`config.mk`:
```
export PLATFORM = sky130hd
export DESIGN_NAME = nand_op_sequencer_flat
export DESIGN_NICKNAME = d
export VERILOG_FILES = /design/src/rtl/nand_op_sequencer_if.sv /design/src/rtl/nand_op_sequencer.sv /design/src/flat_wrapper.sv
export SDC_FILE = /design/constraint.sdc
export NUM_CORES = 1
export LEC_CHECK = 0
export CORE_MARGIN = 5
export CORE_UTILIZATION = 35
export DETAILED_ROUTE_END_ITERATION = 8
export GPL_TIMING_DRIVEN = 1
export PLACE_DENSITY_LB_ADDON = 0.25
export SLEW_MARGIN = 5
export SYNTH_ARGS = -nofsm -noshare
export SYNTH_HDL_FRONTEND = slang
export SYNTH_SLANG_ARGS = --single-unit
```
`constraint.sdc`:
```
create_clock -name clk -period 6 [get_ports clk]
set_input_delay 1.2 -clock clk [delete_from_list [all_inputs] [get_ports clk]]
set_output_delay 1.2 -clock clk [all_outputs]
set_load 0.1 [all_outputs]
```
`src/rtl/nand_op_sequencer_if.sv`:
```
// Bundles the op request, write/read data streams, completion report and nand_master command port.
// master: requester and nand_master side; slave: the sequencer.
interface nand_op_sequencer_if;
   logic        op_valid;
   logic        op_ready;
   logic [1:0]  op_code;
   logic [15:0] op_col;
   logic [23:0] op_row;
   logic [7:0]  wr_data;
   logic        wr_valid;
   logic        wr_ready;
   logic [7:0]  rd_data;
   logic        rd_valid;
   logic        rd_ready;
   logic        done;
   logic [7:0]  status;
   logic        fail;
   logic        err_timeout;
   logic [7:0]  m_cmd_in;
   logic [7:0]  m_data_in;
   logic        m_activate;
   logic [7:0]  m_data_out;
   logic        m_busy;

   modport master (
      output op_valid, op_code, op_col, op_row, wr_data, wr_valid, rd_ready,
             m_data_out, m_busy,
      input  op_ready, wr_ready, rd_data, rd_valid, done, status, fail, err_timeout,
             m_cmd_in, m_data_in, m_activate
   );

   modport slave (
      input  op_valid, op_code, op_col, op_row, wr_data, wr_valid, rd_ready,
             m_data_out, m_busy,
      output op_ready, wr_ready, rd_data, rd_valid, done, status, fail, err_timeout,
             m_cmd_in, m_data_in, m_activate
   );
endinterface

```
`src/rtl/nand_op_sequencer.sv`:
```
// Turns page read / page program / block erase requests into nand_master primitive commands.
// Optional busy-wait timeout: define NAND_SEQ_TIMEOUT_EN (adds TIMEOUT_CYCLES and a sticky err_timeout).
module nand_op_sequencer #(
   parameter int unsigned PAGE_BYTES      = 2048,
   parameter int unsigned ISSUE_GAP       = 2,
   parameter logic [7:0]  CMD_SET_ADDR    = 8'h0D,
   parameter logic [7:0]  CMD_READ_PAGE   = 8'h04,
   parameter logic [7:0]  CMD_PROG_PAGE   = 8'h05,
   parameter logic [7:0]  CMD_ERASE       = 8'h06,
   parameter logic [7:0]  CMD_READ_STATUS = 8'h07,
   parameter logic [7:0]  CMD_GET_BYTE    = 8'h08,
   parameter logic [7:0]  CMD_PUT_BYTE    = 8'h09
`ifdef NAND_SEQ_TIMEOUT_EN
   ,
   parameter int unsigned TIMEOUT_CYCLES  = 1000000
`endif
) (
   input logic                clk,
   input logic                reset,
   nand_op_sequencer_if.slave bus
);

   localparam int unsigned CNT_W = $clog2(PAGE_BYTES + 1);
   localparam int unsigned GAP_W = $clog2(ISSUE_GAP + 2);
   localparam logic [CNT_W-1:0] LAST_BYTE = CNT_W'(PAGE_BYTES - 1);
   localparam logic [GAP_W-1:0] GAP_LOAD  = GAP_W'(ISSUE_GAP);

   localparam logic [1:0] OP_READ  = 2'b00;
   localparam logic [1:0] OP_PROG  = 2'b01;
   localparam logic [1:0] OP_ERASE = 2'b10;
   localparam logic [1:0] OP_ILL   = 2'b11;

   typedef enum logic [3:0] {
      S_IDLE, S_ADDR, S_OP, S_RD_BYTE, S_RD_HOLD, S_WR_WAIT, S_WR_BYTE, S_STAT, S_DONE
   } state_t;

   state_t           state;
   logic [1:0]       op_code_q;
   logic [15:0]      col_q;
   logic [23:0]      row_q;
   logic [2:0]       addr_idx;
   logic [CNT_W-1:0] byte_cnt;
   logic             wait_ph;
   logic [GAP_W-1:0] gap_cnt;

   logic       op_ready;
   logic       wr_ready;
   logic [7:0] rd_data;
   logic       rd_valid;
   logic       done;
   logic [7:0] status;
   logic       fail;
   logic [7:0] m_cmd_in;
   logic [7:0] m_data_in;
   logic       m_activate;

   logic       issue_st_c;
   logic       issue_c;
   logic       cmpl_c;
   logic       addr_last_c;
   logic [7:0] cmd_c;
   logic [7:0] data_c;

   // Command/data for the primitive owned by the current state, plus issue/complete strobes.
   always_comb begin
      cmd_c       = CMD_GET_BYTE;
      data_c      = 8'h00;
      issue_st_c  = 1'b1;
      addr_last_c = (op_code_q == OP_ERASE) ? (addr_idx == 3'd2) : (addr_idx == 3'd4);
      case (state)
         S_ADDR: begin
            cmd_c = CMD_SET_ADDR;
            if (op_code_q == OP_ERASE) begin
               case (addr_idx)
                  3'd0:    data_c = row_q[7:0];
                  3'd1:    data_c = row_q[15:8];
                  default: data_c = row_q[23:16];
               endcase
            end else begin
               case (addr_idx)
                  3'd0:    data_c = col_q[7:0];
                  3'd1:    data_c = col_q[15:8];
                  3'd2:    data_c = row_q[7:0];
                  3'd3:    data_c = row_q[15:8];
                  default: data_c = row_q[23:16];
               endcase
            end
         end
         S_OP: begin
            case (op_code_q)
               OP_READ: cmd_c = CMD_READ_PAGE;
               OP_PROG: cmd_c = CMD_PROG_PAGE;
               default: cmd_c = CMD_ERASE;
            endcase
         end
         S_RD_BYTE: cmd_c = CMD_GET_BYTE;
         S_WR_BYTE: begin
            cmd_c  = CMD_PUT_BYTE;
            data_c = m_data_in;
         end
         S_STAT: cmd_c = CMD_READ_STATUS;
         default: issue_st_c = 1'b0;
      endcase
      issue_c = issue_st_c && !wait_ph && !bus.m_busy;
      cmpl_c  = issue_st_c && wait_ph && (gap_cnt == '0) && !bus.m_busy;
   end

`ifdef NAND_SEQ_TIMEOUT_EN
   localparam int unsigned TO_W = $clog2(TIMEOUT_CYCLES + 1);
   localparam logic [TO_W-1:0] TO_LAST = TO_W'(TIMEOUT_CYCLES - 1);
   logic [TO_W-1:0] to_cnt;
   logic            err_timeout;
`endif

   // Operation sequencer: primitive issue/wait handshake plus per-op state walk.
   always_ff @(posedge clk or posedge reset) begin
      if (reset) begin
         state      <= S_IDLE;
         op_code_q  <= 2'b00;
         col_q      <= 16'h0000;
         row_q      <= 24'h000000;
         addr_idx   <= 3'd0;
         byte_cnt   <= '0;
         wait_ph    <= 1'b0;
         gap_cnt    <= '0;
         op_ready   <= 1'b1;
         wr_ready   <= 1'b0;
         rd_data    <= 8'h00;
         rd_valid   <= 1'b0;
         done       <= 1'b0;
         status     <= 8'h00;
         fail       <= 1'b0;
         m_cmd_in   <= 8'h00;
         m_data_in  <= 8'h00;
         m_activate <= 1'b0;
`ifdef NAND_SEQ_TIMEOUT_EN
         to_cnt      <= '0;
         err_timeout <= 1'b0;
`endif
      end else begin
         m_activate <= 1'b0;
         wr_ready   <= 1'b0;
         done       <= 1'b0;

         if (issue_c) begin
            m_cmd_in   <= cmd_c;
            m_data_in  <= data_c;
            m_activate <= 1'b1;
            wait_ph    <= 1'b1;
            gap_cnt    <= GAP_LOAD;
         end else if (wait_ph && (gap_cnt != '0)) begin
            gap_cnt <= gap_cnt - 1'b1;
         end
         if (cmpl_c) begin
            wait_ph <= 1'b0;
         end

         case (state)
            S_IDLE: begin
               if (bus.op_valid) begin
                  op_code_q <= bus.op_code;
                  col_q     <= bus.op_col;
                  row_q     <= bus.op_row;
                  addr_idx  <= 3'd0;
                  byte_cnt  <= '0;
                  op_ready  <= 1'b0;
                  fail      <= 1'b0;
                  if (bus.op_code == OP_ILL) begin
                     fail  <= 1'b1;
                     done  <= 1'b1;
                     state <= S_DONE;
                  end else begin
                     state <= S_ADDR;
                  end
               end
            end
            S_ADDR: begin
               if (cmpl_c) begin
                  if (addr_last_c) begin
                     state <= (op_code_q == OP_PROG) ? S_WR_WAIT : S_OP;
                  end else begin
                     addr_idx <= addr_idx + 3'd1;
                  end
               end
            end
            S_OP: begin
               if (cmpl_c) begin
                  state <= (op_code_q == OP_READ) ? S_RD_BYTE : S_STAT;
               end
            end
            S_RD_BYTE: begin
               if (cmpl_c) begin
                  rd_data  <= bus.m_data_out;
                  rd_valid <= 1'b1;
                  state    <= S_RD_HOLD;
               end
            end
            S_RD_HOLD: begin
               if (bus.rd_ready) begin
                  rd_valid <= 1'b0;
                  if (byte_cnt == LAST_BYTE) begin
                     done  <= 1'b1;
                     state <= S_DONE;
                  end else begin
                     byte_cnt <= byte_cnt + 1'b1;
                     state    <= S_RD_BYTE;
                  end
               end
            end
            S_WR_WAIT: begin
               if (bus.wr_valid) begin
                  wr_ready  <= 1'b1;
                  m_data_in <= bus.wr_data;
                  state     <= S_WR_BYTE;
               end
            end
            S_WR_BYTE: begin
               if (cmpl_c) begin
                  if (byte_cnt == LAST_BYTE) begin
                     state <= S_OP;
                  end else begin
                     byte_cnt <= byte_cnt + 1'b1;
                     state    <= S_WR_WAIT;
                  end
               end
            end
            S_STAT: begin
               if (cmpl_c) begin
                  status <= bus.m_data_out;
                  fail   <= bus.m_data_out[0];
                  done   <= 1'b1;
                  state  <= S_DONE;
               end
            end
            S_DONE: begin
               op_ready <= 1'b1;
               state    <= S_IDLE;
            end
            default: state <= S_IDLE;
         endcase

`ifdef NAND_SEQ_TIMEOUT_EN
         // Abort the op when a primitive stalls or stays busy too long.
         if (issue_c || cmpl_c || !issue_st_c) begin
            to_cnt <= '0;
         end else if (to_cnt == TO_LAST) begin
            to_cnt      <= '0;
            err_timeout <= 1'b1;
            fail        <= 1'b1;
            done        <= 1'b1;
            wait_ph     <= 1'b0;
            state       <= S_DONE;
         end else begin
            to_cnt <= to_cnt + 1'b1;
         end
`endif
      end
   end

   assign bus.op_ready   = op_ready;
   assign bus.wr_ready   = wr_ready;
   assign bus.rd_data    = rd_data;
   assign bus.rd_valid   = rd_valid;
   assign bus.done       = done;
   assign bus.status     = status;
   assign bus.fail       = fail;
   assign bus.m_cmd_in   = m_cmd_in;
   assign bus.m_data_in  = m_data_in;
   assign bus.m_activate = m_activate;
`ifdef NAND_SEQ_TIMEOUT_EN
   assign bus.err_timeout = err_timeout;
`else
   assign bus.err_timeout = 1'b0;
`endif

endmodule

```
`src/flat_wrapper.sv`:
```
// flat-port wrapper written by rule: the top's interface ports become plain ports
module nand_op_sequencer_flat 
#(
   parameter int unsigned PAGE_BYTES      = 2048,
   parameter int unsigned ISSUE_GAP       = 2,
   parameter logic [7:0]  CMD_SET_ADDR    = 8'h0D,
   parameter logic [7:0]  CMD_READ_PAGE   = 8'h04,
   parameter logic [7:0]  CMD_PROG_PAGE   = 8'h05,
   parameter logic [7:0]  CMD_ERASE       = 8'h06,
   parameter logic [7:0]  CMD_READ_STATUS = 8'h07,
   parameter logic [7:0]  CMD_GET_BYTE    = 8'h08,
   parameter logic [7:0]  CMD_PUT_BYTE    = 8'h09

)
  (clk, reset, bus_op_valid, bus_op_code, bus_op_col, bus_op_row, bus_wr_data, bus_wr_valid, bus_rd_ready, bus_m_data_out, bus_m_busy, bus_op_ready, bus_wr_ready, bus_rd_data, bus_rd_valid, bus_done, bus_status, bus_fail, bus_err_timeout, bus_m_cmd_in, bus_m_data_in, bus_m_activate);
  nand_op_sequencer_if bus_i ();
  input logic clk;
  input logic reset;
  input wire logic [$bits(bus_i.op_valid)-1:0] bus_op_valid;
  input wire logic [$bits(bus_i.op_code)-1:0] bus_op_code;
  input wire logic [$bits(bus_i.op_col)-1:0] bus_op_col;
  input wire logic [$bits(bus_i.op_row)-1:0] bus_op_row;
  input wire logic [$bits(bus_i.wr_data)-1:0] bus_wr_data;
  input wire logic [$bits(bus_i.wr_valid)-1:0] bus_wr_valid;
  input wire logic [$bits(bus_i.rd_ready)-1:0] bus_rd_ready;
  input wire logic [$bits(bus_i.m_data_out)-1:0] bus_m_data_out;
  input wire logic [$bits(bus_i.m_busy)-1:0] bus_m_busy;
  output wire logic [$bits(bus_i.op_ready)-1:0] bus_op_ready;
  output wire logic [$bits(bus_i.wr_ready)-1:0] bus_wr_ready;
  output wire logic [$bits(bus_i.rd_data)-1:0] bus_rd_data;
  output wire logic [$bits(bus_i.rd_valid)-1:0] bus_rd_valid;
  output wire logic [$bits(bus_i.done)-1:0] bus_done;
  output wire logic [$bits(bus_i.status)-1:0] bus_status;
  output wire logic [$bits(bus_i.fail)-1:0] bus_fail;
  output wire logic [$bits(bus_i.err_timeout)-1:0] bus_err_timeout;
  output wire logic [$bits(bus_i.m_cmd_in)-1:0] bus_m_cmd_in;
  output wire logic [$bits(bus_i.m_data_in)-1:0] bus_m_data_in;
  output wire logic [$bits(bus_i.m_activate)-1:0] bus_m_activate;
  assign bus_i.op_valid = bus_op_valid;
  assign bus_i.op_code = bus_op_code;
  assign bus_i.op_col = bus_op_col;
  assign bus_i.op_row = bus_op_row;
  assign bus_i.wr_data = bus_wr_data;
  assign bus_i.wr_valid = bus_wr_valid;
  assign bus_i.rd_ready = bus_rd_ready;
  assign bus_i.m_data_out = bus_m_data_out;
  assign bus_i.m_busy = bus_m_busy;
  assign bus_op_ready = bus_i.op_ready;
  assign bus_wr_ready = bus_i.wr_ready;
  assign bus_rd_data = bus_i.rd_data;
  assign bus_rd_valid = bus_i.rd_valid;
  assign bus_done = bus_i.done;
  assign bus_status = bus_i.status;
  assign bus_fail = bus_i.fail;
  assign bus_err_timeout = bus_i.err_timeout;
  assign bus_m_cmd_in = bus_i.m_cmd_in;
  assign bus_m_data_in = bus_i.m_data_in;
  assign bus_m_activate = bus_i.m_activate;
  nand_op_sequencer #(.PAGE_BYTES(PAGE_BYTES), .ISSUE_GAP(ISSUE_GAP), .CMD_SET_ADDR(CMD_SET_ADDR), .CMD_READ_PAGE(CMD_READ_PAGE), .CMD_PROG_PAGE(CMD_PROG_PAGE), .CMD_ERASE(CMD_ERASE), .CMD_READ_STATUS(CMD_READ_STATUS), .CMD_GET_BYTE(CMD_GET_BYTE), .CMD_PUT_BYTE(CMD_PUT_BYTE)) u_core (.clk(clk), .reset(reset), .bus(bus_i));
endmodule
```
### Word level (Yosys, flattened, before mapping)

Cells that the tools add are included.

* register bits: 102
* latch bits: 0
* memory bits (writable): 0
* ROM bits: 0
* bits of input ports: 64
* output and inout bits: 39
* logic and storage cells: 133
* memories: 0

* $add $sub $neg: 3
* $mul: 0
* div/mod/pow operators: 0
* magnitude comparators: 0
* eq/ne operators: 26
* shift-type cells: 0
* muxes and demuxes: 56
* bitwise operators: 0
* reduce and logical (&&, ||, !) cells: 30

Operators by type and width (number)
* $pmux 8 s4: 2
* $mux 12: 4
* $mux 4: 11
* $pmux 12 s3: 1
* $mux 8: 4
* $pmux 4 s8: 1
* $pmux 8 s2: 2
* $mux 3: 6
* $mux 1: 17
* $eq 4x3->1 const B: 4
* $reduce_bool 2->1: 7
* $add 12x1->12 const B: 1
* $eq 12x11->1 const B: 1
* $ne 2x1->1 const B: 6
* $reduce_and 9->1: 1
* $eq 4x2->1 const B: 2
* $ne 2x2->1 const B: 4
* $reduce_and 2->1: 4
* $reduce_and 4->1: 2
* $eq 3x2->1 const B: 2
* $logic_and 1x1->1: 6
* $pmux 1 s2: 3
* $pmux 3 s2: 1
* $reduce_and 3->1: 2
* other kinds (17): 21

### Logic depth before layout (Yosys ltp)

Gate-level depths: netlist of the first run.

* depth in word-level cells: 8
* depth in mapped cells: 9
* depth with buffers taken out: 7

### Worst setup path before layout of the first run

No wires, ideal clock.

* path type: in2reg
* from: in bus_m_busy
* to: reg u_core.byte_cnt[7]
* library setup time: 78 ps
* data arrival time: 2675 ps
* required time: 5922 ps
* setup slack: 3247 ps
* stages: 6
* path buffers: 2
* cells stage by stage: o311a_1 buf_6 or3_1 clkbuf_2 or4_1 a21oi_1

* cells in the longest elaborated chain, start to end: 4

RTL lines
* from (decl): RTL line flat_wrapper.sv:27 `input wire logic [$bits(bus_i.m_busy)-1:0] bus_m_busy;`
* $logic_not 1->1: RTL line nand_op_sequencer.sv:105 `cmpl_c = issue_st_c && wait_ph && (gap_cnt == '0) && !bus.m_busy;`
* $logic_and 1x1->1: RTL line nand_op_sequencer.sv:105
* $ne 2x1->1 (no source line)
* $reduce_and 4->1 (no source line)
* to (signal assigned): RTL line nand_op_sequencer.sv:205 `byte_cnt <= byte_cnt + 1'b1;`
* to (signal assigned): RTL line nand_op_sequencer.sv:222 `byte_cnt <= byte_cnt + 1'b1;`
* to (decl): RTL line nand_op_sequencer.sv:42 `logic [CNT_W-1:0] byte_cnt;`

No other way between the ends.
A chain may end at the register's enable or synchronous reset.

### Worst setup path in the final report of the first run

* from: reg u_core.op_ready (netlist: u_core.bus.op_ready)
* to: out bus_op_ready

RTL lines
* from (decl): RTL line nand_op_sequencer.sv:46 `logic op_ready;`
* from (signal assigned): RTL line nand_op_sequencer.sv:126 `op_ready <= 1'b1;`
* from (signal assigned): RTL line nand_op_sequencer.sv:166 `op_ready <= 1'b0;`
* from (signal assigned): RTL line nand_op_sequencer.sv:236 `op_ready <= 1'b1;`
* to (decl): RTL line flat_wrapper.sv:28 `output wire logic [$bits(bus_i.op_ready)-1:0] bus_op_ready;`

No word-level cell between the ends.

==> metrics.md, run 1 <==
| Metric | Value |
|---|---|
| Min setup slack post-route | 2.79 ns |
| Mapped Avg Cell Area | 9.21 sq um |
| First-pass GRT wire length | 21,000 um |
| Slew at the pin closest to its max-slew limit | 1.00 ns |
| Achievable Freq | 312 MHz |
| CP Cell Sequence | clkdlybuf4s50_1 |
| Placed Instances | 782 |
| Overall power | 3.57 mW |
| Core Area | 13,900 sq um |
| Total of buffers placed on input and output ports | 97 |
| Post-place setup slack | 2.57 ns |
| Hold-fix buffers, CTS | 0 |
| Post-synth design cell area | 4940 sq um |
| Number of buffers created by CTS | 9 |
| Root Buffer Master | sky130_fd_sc_hd__clkbuf_16 |
| Number of enable-type register cells in the synthesized netlist | 0 |
| Synth Register Bits | 98 |
| Dpl hpwl | 9180 um |
| Count of distinct cell types in the synthesized netlist | 58 |
| Number of maximum-capacitance violations | 0 |
| Library cell contributing the largest single delay on the critical path | sky130_fd_sc_hd__clkdlybuf4s50_1 |
| Die Wd | 129 um |
| Critical path class | flip-flop to primary output |
| Setup repair after global routing missed its margin | false |
| Number of clock sinks | 98 |
| Final Max Slew Viols | 0 |
| Number of buffers added for setup after CTS | 0 |
| WP buf/inv | 1 |
| Worst hold-check slack | 0.485 ns |
| Initial Utilization | 35.6% |
| Leakage dissipation | 2.82 nW |
| Setup TNS | 0 ns |
| Largest stage delay, worst path | 1.13 ns |
| Largest fanout on the critical path | 2 |
| Sequential fraction of the synthesis area | 49.7% |
| Run status | complete, no violations |
| Number of top-level pins | 103 |
| Buffer depth of the longest clock path | 2 |
| TritonCTS clock tree | yes |
| Worst rel slew slack | 32.9% |
| Most common flop cell mapped by yosys | sky130_fd_sc_hd__dfrtp_1 |
| Die Area | 16,600 sq um |
| Minimum clock period | 3.21 ns |
| Skew-Pair Late Insertion Delay | 0.34 ns |
| Fraction of layout instances using a drive strength above 1 | 7.28% |
| Number of iterations in the first detailed-routing pass | 5 |
| Most area-consuming cells after synthesis | sky130_fd_sc_hd__dfrtp_1 (49%), sky130_fd_sc_hd__nand2_1 (11%), sky130_fd_sc_hd__mux2_2 (4.3%) |
| Startpoint type of the worst setup path | flip-flop |
| Category of cells accounting for the largest share of critical-path delay | buffers and inverters |
| Antenna-violating nets left | 0 |
| Routed wire length | 12,900 um |
| Routed wirelength normalized by instance count | 16.2 um |
| Crit share post-route | 53.5% |
| Multi-input gate area in the final layout | 2280 sq um |
| FILL cells | 1,348 |
| Pwr per Cell Area | 568 nW/um^2 |
| Type of element capturing the critical path | primary output |
| Synth Instances | 536 |
| Clock transition time at the flip-flop clock pins of the worst setup and hold paths | 0.07 ns |
| Register-to-register setup slack | 3.37 ns |
| # H-tree levels | 3 |
| Number of hold violations in the final report | 0 |
| Synth async-reset ratio | 100% |
| Final routed DRC violation total | 0 |
| Post-route design area | 6290 sq um |
| Largest net degree at the start of global routing | 56 |
| Via count of the first global-routing pass | 4,039 |
| Area share of the largest cell type after synthesis | 49.2% |
| Violation count after the first detailed-route iteration | 312 |
| Footprint of the flip-flops and latches | 2450 sq um |
| Worst Clk Skew | 0.00635 ns |
| Vertical die dimension | 129 um |
| Final weighted congestion of routability-driven global placement | 0.874 |
| Synth-to-layout area growth | 27.4% |
| Overall routing resource usage | 15.8% |
| DR vias | 4,134 |
| Post-place instance area | 5990 sq um |
| Worst hold path class | flip-flop to flip-flop |
| Max VDD drop | 0.000297 V |
| Antenna diode count | 0 |
| Yosys warning count | 0 |
| Std-Cell Rows | 43 |
| Number of nets in the layout | 684 |
| Crit path required time | 4.80 ns |
| Resize count post-CTS | 0 |
| GR Overflow Total | 0 |
| Average via count per standard cell | 5.18 |
| Finished Layout Cells | 798 |
| Antenna violations before repair | 0 |
| Layout Utilization | 45.3% |
| Final count of negative-setup-slack endpoints | 0 |
| Top cell type by total area after synthesis | sky130_fd_sc_hd__dfrtp_1 |
| WP data arrival | 2.01 ns |
[report_power, final]
| group | leakage [nW] | internal, mW | total [mW] | switching [mW] |
|---|---|---|---|---|
| logic | 1.41 | 0.584 | 1.85 | 1.26 |
| registers | 1.26 | 0.911 | 1.15 | 0.239 |
| clock network | 0.149 | 0.333 | 0.575 | 0.242 |
| total | 2.82 | 1.83 | 3.57 | 1.74 |
[sequential cells by signal, summed over array words and instances, names as in the netlist, 2 cells and up]
| register | cells |
|---|---|
| u_core.addr_idx | 3 |
| u_core.bus.m_cmd_in | 4 |
| u_core.bus.m_data_in | 8 |
| u_core.bus.rd_data | 8 |
| u_core.bus.status | 8 |
| u_core.byte_cnt | 12 |
| u_core.col_q | 16 |
| u_core.gap_cnt | 2 |
| u_core.op_code_q | 2 |
| u_core.row_q | 24 |
| u_core.state | 4 |
[cells in the mapped netlist (3+ instances only)]
cell type / n
sky130_fd_sc_hd__xnor2_1: 9
sky130_fd_sc_hd__or2_2: 3
sky130_fd_sc_hd__a211oi_1: 4
sky130_fd_sc_hd__nor4_1: 8
sky130_fd_sc_hd__nand3_1: 8
sky130_fd_sc_hd__nor2_1: 28
sky130_fd_sc_hd__dfrtp_1: 97
sky130_fd_sc_hd__nand2_1: 147
sky130_fd_sc_hd__a22o_1: 5
sky130_fd_sc_hd__buf_1: 3
sky130_fd_sc_hd__a21oi_1: 21
sky130_fd_sc_hd__nor3_1: 9
sky130_fd_sc_hd__or3_1: 7
sky130_fd_sc_hd__o21ai_0: 21
sky130_fd_sc_hd__nor2b_1: 10
sky130_fd_sc_hd__and3_1: 4
sky130_fd_sc_hd__o31ai_1: 3
sky130_fd_sc_hd__buf_4: 5
sky130_fd_sc_hd__nand2b_1: 5
sky130_fd_sc_hd__o22ai_1: 3
sky130_fd_sc_hd__nand4_1: 5
sky130_fd_sc_hd__mux2_2: 19
sky130_fd_sc_hd__a22oi_1: 9
sky130_fd_sc_hd__ha_1: 7
sky130_fd_sc_hd__a221o_1: 11
sky130_fd_sc_hd__a222oi_1: 8
sky130_fd_sc_hd__o211ai_1: 3
sky130_fd_sc_hd__mux2i_1: 3
sky130_fd_sc_hd__inv_1: 11
sky130_fd_sc_hd__clkbuf_1: 26
[cells by family (layout without fill, tap and decap cells)]
kind of cell | Yosys count | count (layout) | synth area share (%)
simple gates | 249 | 249 | 23.0
flops | 98 | 98 | 49.7
buf+inv | 48 | 126 | 4.36
other cells | 1 | 5 | 0.0760
fa+ha+maj | 7 | 7 | 1.77
compound gates | 102 | 102 | 14.6
xor+xnor | 9 | 9 | 1.60
mux | 22 | 22 | 4.94
[cells in the final DEF (no fill, tap or decap), types with 2 or more instances in the layout]
| cell type | n |
|---|---|
| sky130_fd_sc_hd__mux2_2 | 19 |
| sky130_fd_sc_hd__conb_1 | 5 |
| sky130_fd_sc_hd__o211ai_1 | 3 |
| sky130_fd_sc_hd__nor4_1 | 8 |
| sky130_fd_sc_hd__or2_2 | 3 |
| sky130_fd_sc_hd__o22ai_1 | 3 |
| sky130_fd_sc_hd__and3_1 | 4 |
| sky130_fd_sc_hd__o31ai_1 | 3 |
| sky130_fd_sc_hd__clkbuf_16 | 9 |
| sky130_fd_sc_hd__a21oi_1 | 21 |
| sky130_fd_sc_hd__o21ai_0 | 21 |
| sky130_fd_sc_hd__or3_1 | 7 |
| sky130_fd_sc_hd__buf_4 | 2 |
| sky130_fd_sc_hd__nor4b_1 | 2 |
| sky130_fd_sc_hd__nor2b_1 | 10 |
| sky130_fd_sc_hd__xnor2_1 | 9 |
| sky130_fd_sc_hd__a22oi_1 | 9 |
| sky130_fd_sc_hd__a22o_1 | 5 |
| sky130_fd_sc_hd__a222oi_1 | 8 |
| sky130_fd_sc_hd__inv_1 | 10 |
| sky130_fd_sc_hd__nor2_1 | 28 |
| sky130_fd_sc_hd__nand2_1 | 147 |
| sky130_fd_sc_hd__a31oi_1 | 2 |
| sky130_fd_sc_hd__mux2i_1 | 3 |
| sky130_fd_sc_hd__nor3_1 | 9 |
| sky130_fd_sc_hd__dfrtp_1 | 97 |
| sky130_fd_sc_hd__clkinv_2 | 3 |
| sky130_fd_sc_hd__a21o_1 | 2 |
| sky130_fd_sc_hd__a211oi_1 | 4 |
| sky130_fd_sc_hd__nand2b_1 | 5 |
| sky130_fd_sc_hd__ha_1 | 7 |
| sky130_fd_sc_hd__a221o_1 | 11 |
| sky130_fd_sc_hd__clkdlybuf4s50_1 | 97 |
| sky130_fd_sc_hd__nand4_1 | 5 |
| sky130_fd_sc_hd__nand3_1 | 8 |
| sky130_fd_sc_hd__a32o_1 | 2 |
[layout make-up]
cell class | count | area share [%]
Sequential cell | 98 | 39.0
Clock inverter | 5 | 0.856
Multi-Input combinational cell | 394 | 36.3
Tap cell | 180 | 3.58
Timing Repair Buffer | 99 | 15.7
Inverter | 11 | 0.696
Clock buffer | 11 | 3.86
[layer usage]
metal | vias up | share of wire (%) | global-route usage (%)
met5 | - | 0 | 0
met4 | 0 | 2.1 | 6.42
met3 | 19 | 6.2 | 3.78
met2 | 126 | 45 | 22.8
met1 | 1972 | 47 | 22.8
li1 | 2017 | - | -
[worst paths after layout]
check / start / endpoint / depth (start not counted)
worst max-delay path: u_core.bus.op_ready$_DFFE_PP1P_ / bus_op_ready / 1
worst min-delay path: u_core.bus.m_cmd_in[1]$_DFFE_PP0N_ / u_core.bus.m_cmd_in[1]$_DFFE_PP0N_ / 1
worst max register to register: u_core.addr_idx[0]$_DFFE_PP0P_ / u_core.addr_idx[2]$_DFFE_PP0P_ / 6
worst min register to register: u_core.bus.m_cmd_in[1]$_DFFE_PP0N_ / u_core.bus.m_cmd_in[1]$_DFFE_PP0N_ / 1
max in group asynchronous: reset / u_core.bus.m_data_in[4]$_DFF_PP0_ / 3
min in group asynchronous: reset / u_core.bus.rd_data[3]$_DFFE_PP0P_ / 2
(Power assumes the default switching activity.)
==> run 2, diff against run 1 <==
==> constraint.sdc (replaced) <==
create_clock -name clk -period 2.55 [get_ports clk]
set_input_delay 0.51 -clock clk [delete_from_list [all_inputs] [get_ports clk]]
set_output_delay 0.51 -clock clk [all_outputs]
set_load 0.1 [all_outputs]
==> metrics.md, run 2 (synthesis gave the netlist of run 1 again) <==
| Metric | Value |
|---|---|
| Number of hold violations in the final report | 0 (unchanged) |
| Most flop-heavy register | u_core.row_q |
| Fraction of power consumed by the clock network | 16.6% (+0.5 points) |
| TritonCTS clock tree | yes |
| Final routed DRC violation total | 0 (unchanged) |
| Crit path from | u_core.addr_idx[0]$_DFFE_PP0P_ |
| Instance count on the critical path | 8 (+7) |
| Initial Utilization | 35.6% (unchanged) |
| FILL cells | 1,349 (+0.074%) |
| Dpl hpwl | 9990 um (+8.8%) |
| Setup repair after global routing missed its margin | false |
| Overall routing resource usage | 17.1% (+1.3 points) |
| Worst hold-check slack | 0.480 ns (-0.00500 ns) |
| Synth-to-layout area growth | 30.6% |
| Number of clock sinks | 98 (unchanged) |
| Crit path required time | 2.78 ns (-2.02 ns) |
| Worst Reg2Reg Path Length in Cells | 8 (+2) |
| Min-Delay Startpoint | u_core.bus.m_cmd_in[0]$_DFFE_PP0N_ |
| Antenna diode count | 0 (unchanged) |
| Most common library cell in the layout ignoring fill and taps | sky130_fd_sc_hd__nand2_1 |
| WP data arrival | 2.49 ns (+0.48 ns) |
| Number of iterations in the first detailed-routing pass | 5 (unchanged) |
| Final weighted congestion of routability-driven global placement | 0.894 (+2.3%) |
| Largest stage delay, worst path | 0.48 ns (-0.65 ns) |
| Largest fanout on the critical path | 11 (+9) |
| Root Buffer Master | sky130_fd_sc_hd__clkbuf_16 |
| Number of maximum-capacitance violations | 0 (unchanged) |
| Psw | 4.24 mW (+140%) |
| Total of buffers placed on input and output ports | 97 (unchanged) |
| Final Max Slew Viols | 0 (unchanged) |
| Std-Cell Rows | 43 (unchanged) |
| Fraction of power spent switching nets | 48.4% (-0.43 points) |
| Number of top-level pins | 103 (unchanged) |
| Routed wire length | 13,600 um (+5.0%) |
| Overall power | 8.76 mW (+150%) |
| # H-tree levels | 3 (unchanged) |
| Register-to-register setup slack | 0.29 ns (-3.08 ns) |
| First-pass GRT wire length | 22,600 um (+7.8%) |
| Die Area | 16,600 sq um (unchanged) |
| Run status | complete, no violations |
| Resize count post-CTS | 0 (unchanged) |
| Largest net degree at the start of global routing | 49 (-13%) |
| Vertical die dimension | 129 um (unchanged) |
| Buffer depth of the longest clock path | 2 (unchanged) |
| Max VDD drop | 0.000848 V (+190%) |
| Fraction of layout instances using a drive strength above 1 | 16.3% (+9.0 points) |
| Number of buffers added for setup after CTS | 0 (unchanged) |
| Die Wd | 129 um (unchanged) |
| Slew at the pin closest to its max-slew limit | 0.613 ns (-0.390 ns) |
| WP buf/inv | 2 (+1) |
| Critical path class | flip-flop to flip-flop |
| Setup TNS | 0 ns (unchanged) |
| R2R Path Start | u_core.addr_idx[0]$_DFFE_PP0P_ |
| Part of the power in registers | 30.1% (-2.1 points) |
| Hold-fix buffers, CTS | 0 (unchanged) |
| Share of power burned in combinational logic | 53.3% (+1.6 points) |
| Type of element capturing the critical path | flip-flop |
| Worst rel slew slack | 59.1% (+26 points) |
| DR vias | 4,296 (+3.9%) |
| Regs by FF count | u_core.row_q: 24 flops, u_core.col_q: 16 flops, u_core.byte_cnt: 12 flops |
| Startpoint type of the worst setup path | flip-flop |
| Skew-Pair Late Insertion Delay | 0.34 ns (about the same) |
| Internal power summed over all cells | 4.52 mW (+150%) |
| Minimum clock period | 2.26 ns |
| Max FFs per register | 24 (unchanged) |
| Average via count per standard cell | 5.21 (+0.64%) |
| Worst Clk Skew | 0.00524 ns (-0.00111 ns) |
| GR Overflow Total | 0 (unchanged) |
| Final count of negative-setup-slack endpoints | 0 (unchanged) |
| Clock transition time at the flip-flop clock pins of the worst setup and hold paths | 0.07 ns (about the same) |
| Number of buffers created by CTS | 9 (unchanged) |
| Commonest cells after routing, fill and taps aside | sky130_fd_sc_hd__nand2_1 (147), sky130_fd_sc_hd__dfrtp_1 (97), sky130_fd_sc_hd__clkdlybuf4s50_1 (63) |
| Number of nets in the layout | 710 (+3.8%) |
| Termination of the worst setup path | u_core.bus.m_data_in[5]$_DFF_PP0_ |
| Routed wirelength normalized by instance count | 16.4 um (+1.7%) |
| Category of cells accounting for the largest share of critical-path delay | compound AO/OA/AOI/OAI gates |
| End of the worst register-to-register path | u_core.bus.m_data_in[5]$_DFF_PP0_ |
| Core Area | 13,900 sq um (unchanged) |
| Pwr per Cell Area | 1360 nW/um^2 (+140%) |
| Antenna violations before repair | 0 (unchanged) |
| Crit share post-route | 88.5% |
| Antenna-violating nets left | 0 (unchanged) |
| Library cell contributing the largest single delay on the critical path | sky130_fd_sc_hd__a222oi_1 |
| Achievable Freq | 443 MHz |
| Via count of the first global-routing pass | 4,411 (+9.2%) |
| Leakage dissipation | 3.01 nW (+6.7%) |
| Violation count after the first detailed-route iteration | 406 (+30%) |
| Worst hold path class | flip-flop to flip-flop |
| CP Cell Sequence | inv_1 -> ha_1 -> buf_4 -> a222oi_1 -> nor2_1 -> o21ai_0 -> o31ai_1 -> a221o_1 |
[run 2: changes by cell type in the layout (fill, tap and decap cells not counted)]
cell,delta
sky130_fd_sc_hd__buf_4,+58
sky130_fd_sc_hd__clkdlybuf4s50_1,-34
sky130_fd_sc_hd__clkinvlp_4,+3
sky130_fd_sc_hd__buf_12,+2
sky130_fd_sc_hd__clkinv_2,-2
sky130_fd_sc_hd__bufinv_16,+1
sky130_fd_sc_hd__clkbuf_8,-1
sky130_fd_sc_hd__clkinv_4,-1
sky130_fd_sc_hd__inv_4,-1
sky130_fd_sc_hd__inv_6,+1
[run 2: routing by layer]
layer	global-route usage [%]	routed length, um	vias up
li1	-	-	2078
met1	25.7	6510	2023
met2	24.3	5800	179
met3	3.53	1020	16
met4	6.11	229	0
met5	0	0	-
[run 2: area by class of cell]
| class | instances | area, sq um | share of cell area (%) |
|---|---|---|---|
| timing repair buffer | 125 | 1120 | 17.4 |
| multi-input combinational | 394 | 2280 | 35.4 |
| sequential | 98 | 2450 | 38.1 |
| tap | 180 | 225 | 3.49 |
| inverter | 11 | 45.0 | 0.699 |
| clock buffer | 10 | 229 | 3.55 |
| clock inverter | 6 | 88.8 | 1.38 |
[run 2: worst min-delay path by stage]
stage / end / depth (start not counted)
final: u_core.bus.m_cmd_in[0]$_DFFE_PP0N_ / 2
after global routing: u_core.bus.m_cmd_in[1]$_DFFE_PP0N_ / 1
after CTS: u_core.col_q[6]$_DFFE_PP0P_ / 2
after detailed placement: u_core.col_q[6]$_DFFE_PP0P_ / 2
after global placement: u_core.col_q[14]$_DFFE_PP0P_ / 2
after floorplan: u_core.col_q[11]$_DFFE_PP0P_ / 2
[run 2: worst register-to-register path: stages (launching register included)]
cell and delay [ns]:
sky130_fd_sc_hd__dfrtp_1 0.38, sky130_fd_sc_hd__inv_1 0.10, sky130_fd_sc_hd__ha_1 0.28, sky130_fd_sc_hd__buf_4 0.20, sky130_fd_sc_hd__a222oi_1 0.49, sky130_fd_sc_hd__nor2_1 0.07, sky130_fd_sc_hd__o21ai_0 0.18, sky130_fd_sc_hd__o31ai_1 0.12
sky130_fd_sc_hd__a221o_1 0.33
[run 2: stage by stage]
stage	instance area, sq um	std cells	util [%]	setup slack (ns)
2_1_floorplan	4950	540	-	0.308
3_3_place_gp	6130	808	44.2	0.0674
3_5_place_dp	6130	808	44.2	0.0236
4_1_cts	6450	824	46.4	0.298
5_1_grt	6450	824	46.4	0.118
6_report	6450	824	46.4	0.293
[run 2: power by group through the flow]
stage | clock, mW | sequential (mW) | combinational [mW]
floorplan | 0 | 3.93 | 2.02
global placement | 0 | 2.63 | 4.58
detailed placement | 0 | 2.65 | 4.64
CTS | 1.50 | 2.63 | 4.66
global route | 1.55 | 2.72 | 5.04
finish | 1.46 | 2.63 | 4.67
